File: config.mk
export PLATFORM = sky130hd
export DESIGN_NAME = ysyx_22041412_mdu_flat
export DESIGN_NICKNAME = d
export VERILOG_FILES = /design/src/rtl/ysyx_22041412_mdu_pkg.sv /design/src/rtl/ysyx_22041412_mdu_if.sv /design/src/rtl/ysyx_22041412_mdu_div.sv /design/src/rtl/ysyx_22041412_mdu.sv /design/src/flat_wrapper.sv
export SDC_FILE = /design/constraint.sdc
export NUM_CORES = 2
export LEC_CHECK = 0
export ABC_AREA = 1
export CAP_MARGIN = 0
export CORE_MARGIN = 4
export CORE_UTILIZATION = 33
export DETAILED_ROUTE_END_ITERATION = 8
export PLACE_DENSITY_LB_ADDON = 0.1
export SETUP_SLACK_MARGIN = 0.05
export SLEW_MARGIN = 10
export SYNTH_ARGS = -nofsm -noshare
export SYNTH_HDL_FRONTEND = slang
export SYNTH_SLANG_ARGS = --single-unit
File: constraint.sdc
create_clock -name clk -period 5.3 [get_ports clk]
set_input_delay 1.59 -clock clk [delete_from_list [all_inputs] [get_ports clk]]
set_output_delay 1.59 -clock clk [all_outputs]
set_load 0.05 [all_outputs]
File: src/rtl/ysyx_22041412_mdu_pkg.sv
// Shared constants and types for the RV64M multiply/divide unit.
// The optional abort input is enabled with YSYX_22041412_MDU_FLUSH_EN.
package ysyx_22041412_mdu_pkg;

    localparam int XLEN = 64;
    localparam int WCYC = 32;
    localparam int CW   = 7;

    localparam logic [6:0] FUNC7_M = 7'b0000001;

    localparam logic [2:0] F3_MUL    = 3'b000;
    localparam logic [2:0] F3_MULH   = 3'b001;
    localparam logic [2:0] F3_MULHSU = 3'b010;
    localparam logic [2:0] F3_MULHU  = 3'b011;
    localparam logic [2:0] F3_DIV    = 3'b100;
    localparam logic [2:0] F3_DIVU   = 3'b101;
    localparam logic [2:0] F3_REM    = 3'b110;
    localparam logic [2:0] F3_REMU   = 3'b111;

    typedef enum logic [1:0] {
        IDLE = 2'd0,
        CALC = 2'd1,
        DONE = 2'd2
    } state_t;

    function automatic logic [XLEN-1:0] sext32(input logic [31:0] v);
        return {{(XLEN-32){v[31]}}, v};
    endfunction

    function automatic logic [XLEN-1:0] zext32(input logic [31:0] v);
        return {{(XLEN-32){1'b0}}, v};
    endfunction

endpackage

File: src/rtl/ysyx_22041412_mdu_if.sv
// Request/response bundle between EXU (master) and the MDU (slave).
// Both directions use valid/ready: a transfer happens on a rising clock edge
// where valid and ready are both high; the sender holds its payload stable
// while valid is high and ready is low.
interface ysyx_22041412_mdu_if;
    import ysyx_22041412_mdu_pkg::*;

    logic            in_valid;
    logic            in_ready;
    logic [XLEN-1:0] src1;
    logic [XLEN-1:0] src2;
    logic [2:0]      func3;
    logic            is_word;
    logic            out_valid;
    logic            out_ready;
    logic [XLEN-1:0] result;
    logic            busy;

    modport slave (
        input  in_valid, src1, src2, func3, is_word, out_ready,
        output in_ready, out_valid, result, busy
    );

    modport master (
        output in_valid, src1, src2, func3, is_word, out_ready,
        input  in_ready, out_valid, result, busy
    );

endinterface

File: src/rtl/ysyx_22041412_mdu_div.sv
// Restoring divider on unsigned magnitudes, one quotient bit per cycle.
// Word operations run WCYC iterations with the dividend pre-aligned to the
// top of the shift register; done is high during the final iteration and
// quotient/remainder then carry the finished values.
module ysyx_22041412_mdu_div
    import ysyx_22041412_mdu_pkg::*;
(
    input  logic            clk,
    input  logic            rst,
    input  logic            start,
    input  logic            word,
    input  logic [XLEN-1:0] dividend,
    input  logic [XLEN-1:0] divisor,
    output logic            done,
    output logic [XLEN-1:0] quotient,
    output logic [XLEN-1:0] remainder
);

    logic            running;
    logic            word_q;
    logic [CW-1:0]   cnt;
    logic [XLEN-1:0] rem_q;
    logic [XLEN-1:0] quo_q;
    logic [XLEN-1:0] dsr_q;
    logic [XLEN:0]   shifted;
    logic            ge;

    // One restoring step: shift in the next dividend bit and subtract if it fits.
    always_comb begin
        shifted   = {rem_q, quo_q[XLEN-1]};
        ge        = (shifted >= {1'b0, dsr_q});
        remainder = ge ? XLEN'(shifted - {1'b0, dsr_q}) : shifted[XLEN-1:0];
        quotient  = {quo_q[XLEN-2:0], ge};
        done      = running && (cnt == (word_q ? CW'(WCYC-1) : CW'(XLEN-1)));
    end

    // Load on start, then iterate until the last step has been taken.
    always_ff @(posedge clk) begin
        if (rst) begin
            running <= 1'b0;
            word_q  <= 1'b0;
            cnt     <= '0;
            rem_q   <= '0;
            quo_q   <= '0;
            dsr_q   <= '0;
        end else if (start) begin
            running <= 1'b1;
            word_q  <= word;
            cnt     <= '0;
            rem_q   <= '0;
            quo_q   <= word ? (dividend << (XLEN-WCYC)) : dividend;
            dsr_q   <= divisor;
        end else if (running) begin
            rem_q <= remainder;
            quo_q <= quotient;
            cnt   <= cnt + 1'b1;
            if (done) begin
                running <= 1'b0;
            end
        end
    end

endmodule

File: src/rtl/ysyx_22041412_mdu.sv
// RV64M multiply/divide unit: shift-add multiplier and restoring divider,
// one operation in flight. Signed operations work on magnitudes and fix the
// sign when the result is captured. Divide-by-zero, signed overflow and
// illegal word encodings skip the iterative phase.
// Defining YSYX_22041412_MDU_FLUSH_EN adds a flush input that aborts work.
module ysyx_22041412_mdu
    import ysyx_22041412_mdu_pkg::*;
(
    input  logic clk,
    input  logic rst,
`ifdef YSYX_22041412_MDU_FLUSH_EN
    input  logic flush,
`endif
    ysyx_22041412_mdu_if.slave bus,
    output state_t dbg_state
);

    state_t state, state_n;
    logic              accept, calc_last, abort, special, div_start;
    logic              sgn1, sgn2, is_div, illegal, div0, ovf, a_neg, b_neg, neg_n;
    logic [XLEN-1:0]   a_ext, b_ext, a_mag, b_mag, special_res;
    logic [2:0]        f3_q;
    logic              word_q, neg_q;
    logic [CW-1:0]     cnt;
    logic [2*XLEN-1:0] acc, mcand, acc_n, prod_s;
    logic [XLEN-1:0]   mplier, result_q, mul_res, div_val, div_s, div_res, calc_res;
    logic              div_done;
    logic [XLEN-1:0]   div_q, div_r;

`ifdef YSYX_22041412_MDU_FLUSH_EN
    assign abort = flush;
`else
    assign abort = 1'b0;
`endif

    // Operand preparation and the results of the cases that bypass iteration.
    always_comb begin
        is_div  = bus.func3[2];
        sgn1    = (bus.func3 != F3_MULHU) && (bus.func3 != F3_DIVU) && (bus.func3 != F3_REMU);
        sgn2    = sgn1 && (bus.func3 != F3_MULHSU);
        a_ext   = bus.is_word ? (sgn1 ? sext32(bus.src1[31:0]) : zext32(bus.src1[31:0])) : bus.src1;
        b_ext   = bus.is_word ? (sgn2 ? sext32(bus.src2[31:0]) : zext32(bus.src2[31:0])) : bus.src2;
        a_neg   = sgn1 && a_ext[XLEN-1];
        b_neg   = sgn2 && b_ext[XLEN-1];
        a_mag   = a_neg ? -a_ext : a_ext;
        b_mag   = b_neg ? -b_ext : b_ext;
        neg_n   = (is_div && bus.func3[1]) ? a_neg : (a_neg ^ b_neg);
        illegal = bus.is_word && !is_div && (bus.func3 != F3_MUL);
        div0    = is_div && (b_ext == '0);
        ovf     = is_div && sgn1 && (b_ext == '1) &&
                  (a_ext == (bus.is_word ? sext32(32'h8000_0000) : {1'b1, {(XLEN-1){1'b0}}}));
        special = illegal || div0 || ovf;
        special_res = '0;
        if (div0) begin
            special_res = bus.func3[1] ? (bus.is_word ? sext32(bus.src1[31:0]) : bus.src1) : '1;
        end else if (ovf) begin
            special_res = bus.func3[1] ? '0 : a_ext;
        end
    end

    // Multiplier step and final sign/width correction for both datapaths.
    always_comb begin
        acc_n     = acc + (mplier[0] ? mcand : '0);
        prod_s    = neg_q ? -acc_n : acc_n;
        mul_res   = (f3_q == F3_MUL) ? (word_q ? sext32(prod_s[31:0]) : prod_s[XLEN-1:0])
                                     : prod_s[2*XLEN-1:XLEN];
        div_val   = f3_q[1] ? div_r : div_q;
        div_s     = neg_q ? -div_val : div_val;
        div_res   = word_q ? sext32(div_s[31:0]) : div_s;
        calc_res  = f3_q[2] ? div_res : mul_res;
        calc_last = f3_q[2] ? div_done : (cnt == (word_q ? CW'(WCYC-1) : CW'(XLEN-1)));
    end

    // Next-state logic: accept in IDLE, iterate in CALC, hold result in DONE.
    always_comb begin
        state_n   = state;
        accept    = 1'b0;
        div_start = 1'b0;
        case (state)
            IDLE: begin
                if (bus.in_valid && !abort) begin
                    accept    = 1'b1;
                    div_start = is_div && !special;
                    state_n   = special ? DONE : CALC;
                end
            end
            CALC: begin
                if (abort)          state_n = IDLE;
                else if (calc_last) state_n = DONE;
            end
            DONE: begin
                if (abort || bus.out_ready) state_n = IDLE;
            end
            default: state_n = IDLE;
        endcase
    end

    // State register.
    always_ff @(posedge clk) begin
        if (rst) state <= IDLE;
        else     state <= state_n;
    end

    // Latched request, multiplier accumulators and the result register.
    always_ff @(posedge clk) begin
        if (rst) begin
            f3_q     <= '0;
            word_q   <= 1'b0;
            neg_q    <= 1'b0;
            cnt      <= '0;
            acc      <= '0;
            mcand    <= '0;
            mplier   <= '0;
            result_q <= '0;
        end else if (accept) begin
            f3_q   <= bus.func3;
            word_q <= bus.is_word;
            neg_q  <= neg_n;
            cnt    <= '0;
            acc    <= '0;
            mcand  <= {{XLEN{1'b0}}, a_mag};
            mplier <= b_mag;
            if (special) result_q <= special_res;
        end else if (state == CALC) begin
            acc    <= acc_n;
            mcand  <= mcand << 1;
            mplier <= mplier >> 1;
            cnt    <= cnt + 1'b1;
            if (calc_last && !abort) result_q <= calc_res;
        end
    end

    ysyx_22041412_mdu_div u_div (
        .clk       (clk),
        .rst       (rst),
        .start     (div_start),
        .word      (bus.is_word),
        .dividend  (a_mag),
        .divisor   (b_mag),
        .done      (div_done),
        .quotient  (div_q),
        .remainder (div_r)
    );

    assign bus.in_ready  = (state == IDLE);
    assign bus.out_valid = (state == DONE);
    assign bus.busy      = (state != IDLE);
    assign bus.result    = result_q;
    assign dbg_state     = state;

endmodule

File: src/flat_wrapper.sv
// flat-port wrapper written by rule: the top's interface ports become plain ports
module ysyx_22041412_mdu_flat import ysyx_22041412_mdu_pkg::*;
  (clk, rst, dbg_state, bus_in_valid, bus_src1, bus_src2, bus_func3, bus_is_word, bus_out_ready, bus_in_ready, bus_out_valid, bus_result, bus_busy);
  ysyx_22041412_mdu_if bus_i ();
  input  logic clk;
  input  logic rst;
  output state_t dbg_state;
  input wire logic [$bits(bus_i.in_valid)-1:0] bus_in_valid;
  input wire logic [$bits(bus_i.src1)-1:0] bus_src1;
  input wire logic [$bits(bus_i.src2)-1:0] bus_src2;
  input wire logic [$bits(bus_i.func3)-1:0] bus_func3;
  input wire logic [$bits(bus_i.is_word)-1:0] bus_is_word;
  input wire logic [$bits(bus_i.out_ready)-1:0] bus_out_ready;
  output wire logic [$bits(bus_i.in_ready)-1:0] bus_in_ready;
  output wire logic [$bits(bus_i.out_valid)-1:0] bus_out_valid;
  output wire logic [$bits(bus_i.result)-1:0] bus_result;
  output wire logic [$bits(bus_i.busy)-1:0] bus_busy;
  assign bus_i.in_valid = bus_in_valid;
  assign bus_i.src1 = bus_src1;
  assign bus_i.src2 = bus_src2;
  assign bus_i.func3 = bus_func3;
  assign bus_i.is_word = bus_is_word;
  assign bus_i.out_ready = bus_out_ready;
  assign bus_in_ready = bus_i.in_ready;
  assign bus_out_valid = bus_i.out_valid;
  assign bus_result = bus_i.result;
  assign bus_busy = bus_i.busy;
  ysyx_22041412_mdu u_core (.clk(clk), .rst(rst), .bus(bus_i), .dbg_state(dbg_state));
endmodule
Yosys cells after proc, flatten, opt, wreduce, memory -nomap -nowiden. Cells that the tools add are included.

Register bits after elaboration: 599. Logic and storage cells: 118.

Add/subtract/negate cells: 8. Order comparisons: 1. Equal/unequal tests: 14. Multiplexer cells: 48. Bitwise operators: 1. Reduce and logical (&&, ||, !) cells: 30.

Operators with widths (number): 2-to-1 mux 64 bit (29); 2-to-1 mux 128 bit (2); negation 64 bit (3); adder 128 bit (1); negation 128 bit (1); greater-or-equal comparator 65 x 64 -> 1 bit (1); == test 64 bit (1); == test 64 bit, second input constant (1); logical NOT 64 bit (1); subtractor 64 bit (1); 2-to-1 mux 63 bit (1); adder 7 x 1 -> 7 bit, second input constant (2); logical AND 1 bit (14); 2-to-1 mux 6 bit (2); 2-to-1 mux 1 bit (9); 2-to-1 mux 2 bit (4); nonzero test 2 bit (4); == test 7 x 6 -> 1 bit (1); == test 7 bit (1); != test 2 bit, second input constant (3); != test 3 x 2 -> 1 bit, second input constant (2); != test 3 bit, second input constant (2); case mux 2 bit (3 select lines) (1); AND reduction 3 bit (2); other kinds (10) (13).

Logic depth before layout (Yosys ltp).
Word-level depth: 15. Depth in mapped cells: 38. Gate-level depth less buffers: 36.

Hierarchy. A second synthesis with hierarchy kept.

Cells, all modules: 11213. Area, all modules: 60285.3 um^2.

Modules (own cells, without submodules): ysyx_22041412_mdu (instances 1, cells an instance 8580, area each 45005.7 um^2); ysyx_22041412_mdu_div (instances 1, cells an instance 2633, area each 15279.7 um^2).

Worst setup path after synthesis. Ideal clock, no wire load.

Kind: input port to flip-flop. Start: input bus_src2[0]. End: register u_core.result_q[60] (netlist: u_core.bus.result[60]). Arrival time: 4.144 ns. Data required time: 5.182 ns. Setup slack: 1.038 ns. Cell stages on the path: 20. Buffers on the path: 1. Cell sequence: inv_1 ha_1 nand4_1 nor3_2 nand2_1 nor2_1 nand2_1 inv_1 nand3_1 nor2_1 nand2_1 nor2_1 nand4_1 nor3b_2 nand2_2 buf_2 o311ai_0 nand3_1 nor2_1 nor2_1.

Word-level cells in the longest chain between the ends: 9. Elaborated cells between the ends (all ways): 15. Those cells by class: 2 x eq/ne; 6 x mux; 7 x reduce/logical.

Ends and longest elaborated chain: start: declaration (line flat_wrapper.sv:10) `input wire logic [$bits(bus_i.src2)-1:0] bus_src2;`; 2-to-1 mux 64 bit (line ysyx_22041412_mdu.sv:42) `b_ext = bus.is_word ? (sgn2 ? sext32(bus.src2[31:0]) : zext32(bus.src2[31:0])) : bus.src2;`; 2-to-1 mux 64 bit (*) (line ysyx_22041412_mdu.sv:42); == test 64 bit (line ysyx_22041412_mdu.sv:50) `ovf = is_div && sgn1 && (b_ext == '1) &&`; logical AND 1 bit (2 in a row) (line ysyx_22041412_mdu.sv:50); 2-to-1 mux 64 bit (line ysyx_22041412_mdu.sv:56) `end else if (ovf) begin`; 2-to-1 mux 64 bit (line ysyx_22041412_mdu.sv:54) `if (div0) begin`; 2-to-1 mux 64 bit (line ysyx_22041412_mdu.sv:123) `if (special) result_q <= special_res;`; 2-to-1 mux 64 bit (line ysyx_22041412_mdu.sv:115) `end else if (accept) begin`; end signal: assignment (line ysyx_22041412_mdu.sv:123); end signal: assignment (line ysyx_22041412_mdu.sv:129) `if (calc_last && !abort) result_q <= calc_res;`; end: declaration (line ysyx_22041412_mdu.sv:26) `logic [XLEN-1:0] mplier, result_q, mul_res, div_val, div_s, div_res, calc_res;`.

Mark *: on every way between the ends. The rest lies on a longest branch, timed or not. The select of a mux whose other input is x is not followed. A chain may end at the register's enable or synchronous reset.

Final worst setup path.
Start: register u_core.mplier[0]. End: register u_core.result_q[43] (netlist: u_core.bus.result[43]).

Word-level cells in the longest chain between the ends: 10.

Ends and longest elaborated chain: start: declaration (line ysyx_22041412_mdu.sv:26); start signal: assignment (line ysyx_22041412_mdu.sv:122) `mplier <= b_mag;`; start signal: assignment (line ysyx_22041412_mdu.sv:127) `mplier <= mplier >> 1;`; 2-to-1 mux 128 bit (*) (line ysyx_22041412_mdu.sv:63) `acc_n = acc + (mplier[0] ? mcand : '0);`; adder 128 bit (*) (line ysyx_22041412_mdu.sv:63); negation 128 bit (line ysyx_22041412_mdu.sv:64) `prod_s = neg_q ? -acc_n : acc_n;`; 2-to-1 mux 128 bit (*) (line ysyx_22041412_mdu.sv:64); 2-to-1 mux 64 bit (line ysyx_22041412_mdu.sv:65) `mul_res = (f3_q == F3_MUL) ? (word_q ? sext32(prod_s[31:0]) : prod_s[XLEN-1:0])`; 2-to-1 mux 64 bit (*) (line ysyx_22041412_mdu.sv:65); 2-to-1 mux 64 bit (*) (line ysyx_22041412_mdu.sv:70) `calc_res = f3_q[2] ? div_res : mul_res;`; 2-to-1 mux 64 bit (*) (line ysyx_22041412_mdu.sv:129); 2-to-1 mux 64 bit (*) (line ysyx_22041412_mdu.sv:124) `end else if (state == CALC) begin`; 2-to-1 mux 64 bit (*) (line ysyx_22041412_mdu.sv:115).

Marks and branches as above.

==> flow_summary.toml <==
[status]
status = "completed"

[synth]
synth_top_area_cell = "nand2_1"
yosysMostFrequentCell = "nand2_1"
synth_nets = 11100
syn_inst = 10800
synth_area_um2 = 58500
yosys_warnings = 0
netlist.area_leader.share_pct = 24.6
yosysSeqAreaShare_pct = 20.5
synth_area_per_cell_um2 = 5.42
synth-edff-count = 0
ys_ff_latch = 599
synthTopCellsByCount = "nand2_1 (3842), inv_1 (1818), nor2_1 (1046)"
synth.distinct_cells = 67
async_flop_share_pct = 0
synth-main-ff-cell = "dfxtp_1"
ys_top_cells_by_area = "nand2_1 (25%), dfxtp_1 (20%), inv_1 (12%)"

[setup_path]
path_common_cell = "nand2_1"
worstSetupStartpointType = "flop"
worstPathMaxFanout = 24
slowest_delay_ns = 0.40
startpoint = "u_core.mplier[0]"
cp.required_ns = 5.86
cp-end-kind = "flop"
timing.rr.start = "u_core.mplier[0]"
crit_arrival_ns = 5.68
crit_type = "reg2reg"
slowest_stage = "dfxtp_4"

[global_route]
grt_max_degree = 135
grt_pass1_vias = 71100
gr-usage-all-layers_pct = 37.5
antenna_found_initial = 17
overflow = 0
grt_pass1_wl_um = 502000

[hold_path]
hold_class = "reg2reg"
hp-start = "u_core.mplier[63]"

[sta]
fmax_ghz = 0.195
holdWs_ns = 0.465
drv_slew = 0
maxSlewHeadroom_pct = 25.5
period_needed_ns = 5.12
rsz0062_at_grt = "yes"
fin_ws_ns = 0.181
skew_ns = 0.0433
worst-slew-pin-transition_ns = 1.12
timing.final.crit_share_pct = 96.6
setup_viol_count_final = 0
hold_viol_final = 0

[cells_and_area]
areaGrowthSynthToFinish_pct = 32.3
drive_above_1_share_pct = 16.8
nets = 12600
nFillCells = 19800

[pwr]
peakVddDrop_uv = 249
p_per_area_nw_per_um2 = 291
p_leak_uw = 0.0415

[clock_network]
cts_tree = "done"
cts.path.max_buffers = 3
cts_hold_buf = 0
ctsHtreeMaxLevel = 3
clock_latency_ns = 0.76
cts.sinks = 599
clk_pin_slew_ns = 0.06
cts_made_buffers = 80
cts-root-buf = "clkbuf_16"

[routing]
via_count = 76800
ant_nets = 0
drtIter0Drc = 8157
wirelength_um = 361000
wl_per_cell_um = 24.7
dr.pass1.iters = 6
drc = 0
vias_per_cell = 5.25

[run]
maxCapViolCount = 0

[floorplan]
io_pins = 205
start_util_pct = 33.2
dieArea_um2 = 184000
die_height_um = 429
fp.coreArea_um2 = 176000
die-width_um = 429
rows = 154

[placed_design]
place_congestion = 1.08
dp_hpwl_um = 308000
dp_slack_ns = -0.466
io_buffers = 204
-- routing by layer --
layer / track usage [%] / wire length [um]
met2: 60.1 / 159000
met5: 0 / 44
met4: 21.0 / 24900
met3: 6.49 / 28500
met1: 47.4 / 149000
-- logic make-up after synthesis --
| family | after synthesis | synth area share [%] |
|---|---|---|
| DFF | 599 | 20.5 |
| and+or+nand+nor | 6099 | 42.9 |
| xor gates and xnor gates | 216 | 3.25 |
| buffers and inverters | 2215 | 14.5 |
| adders and majority gates | 200 | 4.30 |
| AOI/OAI and AO/OA | 1457 | 14.5 |
-- path summary, 6_finish.rpt --
path | end | slack [ns] | cells past startpoint
setup reg to reg | u_core.bus.result[43] | 0.18 | 37
setup / recovery | u_core.bus.result[43] | 0.18 | 37
hold / removal | u_core.mplier[63] | 0.47 | 2
hold reg to reg | u_core.mplier[63] | 0.47 | 2
-- stage by stage --
step	instance area [um^2]	setup TNS (ns)	utilization (%)	power (uW)	instances
2_1_floorplan	58500	0	-	11300	10800
3_3_place_gp	73900	-12.18	41.9	16200	14500
3_5_place_dp	73900	-22.53	41.9	16200	14500
4_1_cts	76800	0	43.5	22200	14600
5_1_grt	77400	-0.0769	43.9	23600	14600
6_report	77400	0	43.9	22500	14600
-- cell usage in the layout (no fill, tap or decap), drive strengths merged, types with 8 or more instances in the layout --
master         Yosys  routed
a211oi             9       9
a21o               9       9
a21oi            527     527
a221oi            10      10
a22oi             24      24
a2bb2oi           12      12
a311oi            16      16
a31oi            138     138
and2              16      16
buf              134    1516
bufinv             0      10
clkbuf           230     108
clkdlybuf4s50      0     202
clkinv             5      17
clkinvlp           0       9
dfxtp            599     599
diode              0      11
ha               198     198
inv             1846    1852
nand2           3882    3882
nand3            693     693
nand3b            26      26
nand4            143     143
nor2            1079    1079
nor3             114     114
nor4              37      37
o211ai           137     137
o21ai            426     426
o21bai            22      22
o221ai            16      16
o22ai             46      46
o311ai             8       8
o31ai             14      14
o32ai             28      28
or2               98      98
xnor2             41      41
xor2             175     175
-- state kept, by name, summed over array words and instances (netlist names) --
signal / cells
u_core.bus.result: 64
u_core.u_div.cnt: 7
u_core.dbg_state: 2
u_core.u_div.quo_q: 64
u_core.u_div.running: 1
u_core.mplier: 64
u_core.u_div.dsr_q: 64
u_core.acc: 128
u_core.neg_q: 1
u_core.f3_q: 3
u_core.cnt: 7
u_core.word_q: 1
u_core.u_div.rem_q: 64
u_core.mcand: 128
u_core.u_div.word_q: 1
-- power breakdown --
group          switching [uW]  internal, uW
Combinational            7580          3640
Sequential                382          4870
Clock                    2530          3510
Total                   10500         12000
-- worst max-delay path, delay by kind of cell, from the launching register on --
family          cells  cell delay (ns)
compound gates      3             0.45
fa+ha+maj           1             0.25
buf+inv             8             1.29
flops               1             0.40
simple gates       25             2.46
-- final cells by class --
type / count / area [um^2] / area share (%)
Antenna cell: 11 / 27.5 / 0.0356
Clock buffer: 108 / 2270 / 2.93
Clock inverter: 37 / 529 / 0.684
Inverter: 1851 / 6970 / 9.00
Multi-Input combinational cell: 7972 / 38700 / 50.0
Sequential cell: 599 / 12000 / 15.5
Tap cell: 2340 / 2930 / 3.78
Timing Repair Buffer: 1718 / 14000 / 18.0
-- what timing repair did --
item	4_1_cts	5_1_grt
resized for setup	8	188
setup endpoints to repair	13	59
gates cloned	0	0
pin swaps	0	7
setup buffers	0	3
Note: power is estimated with default switching activity, not from simulation.
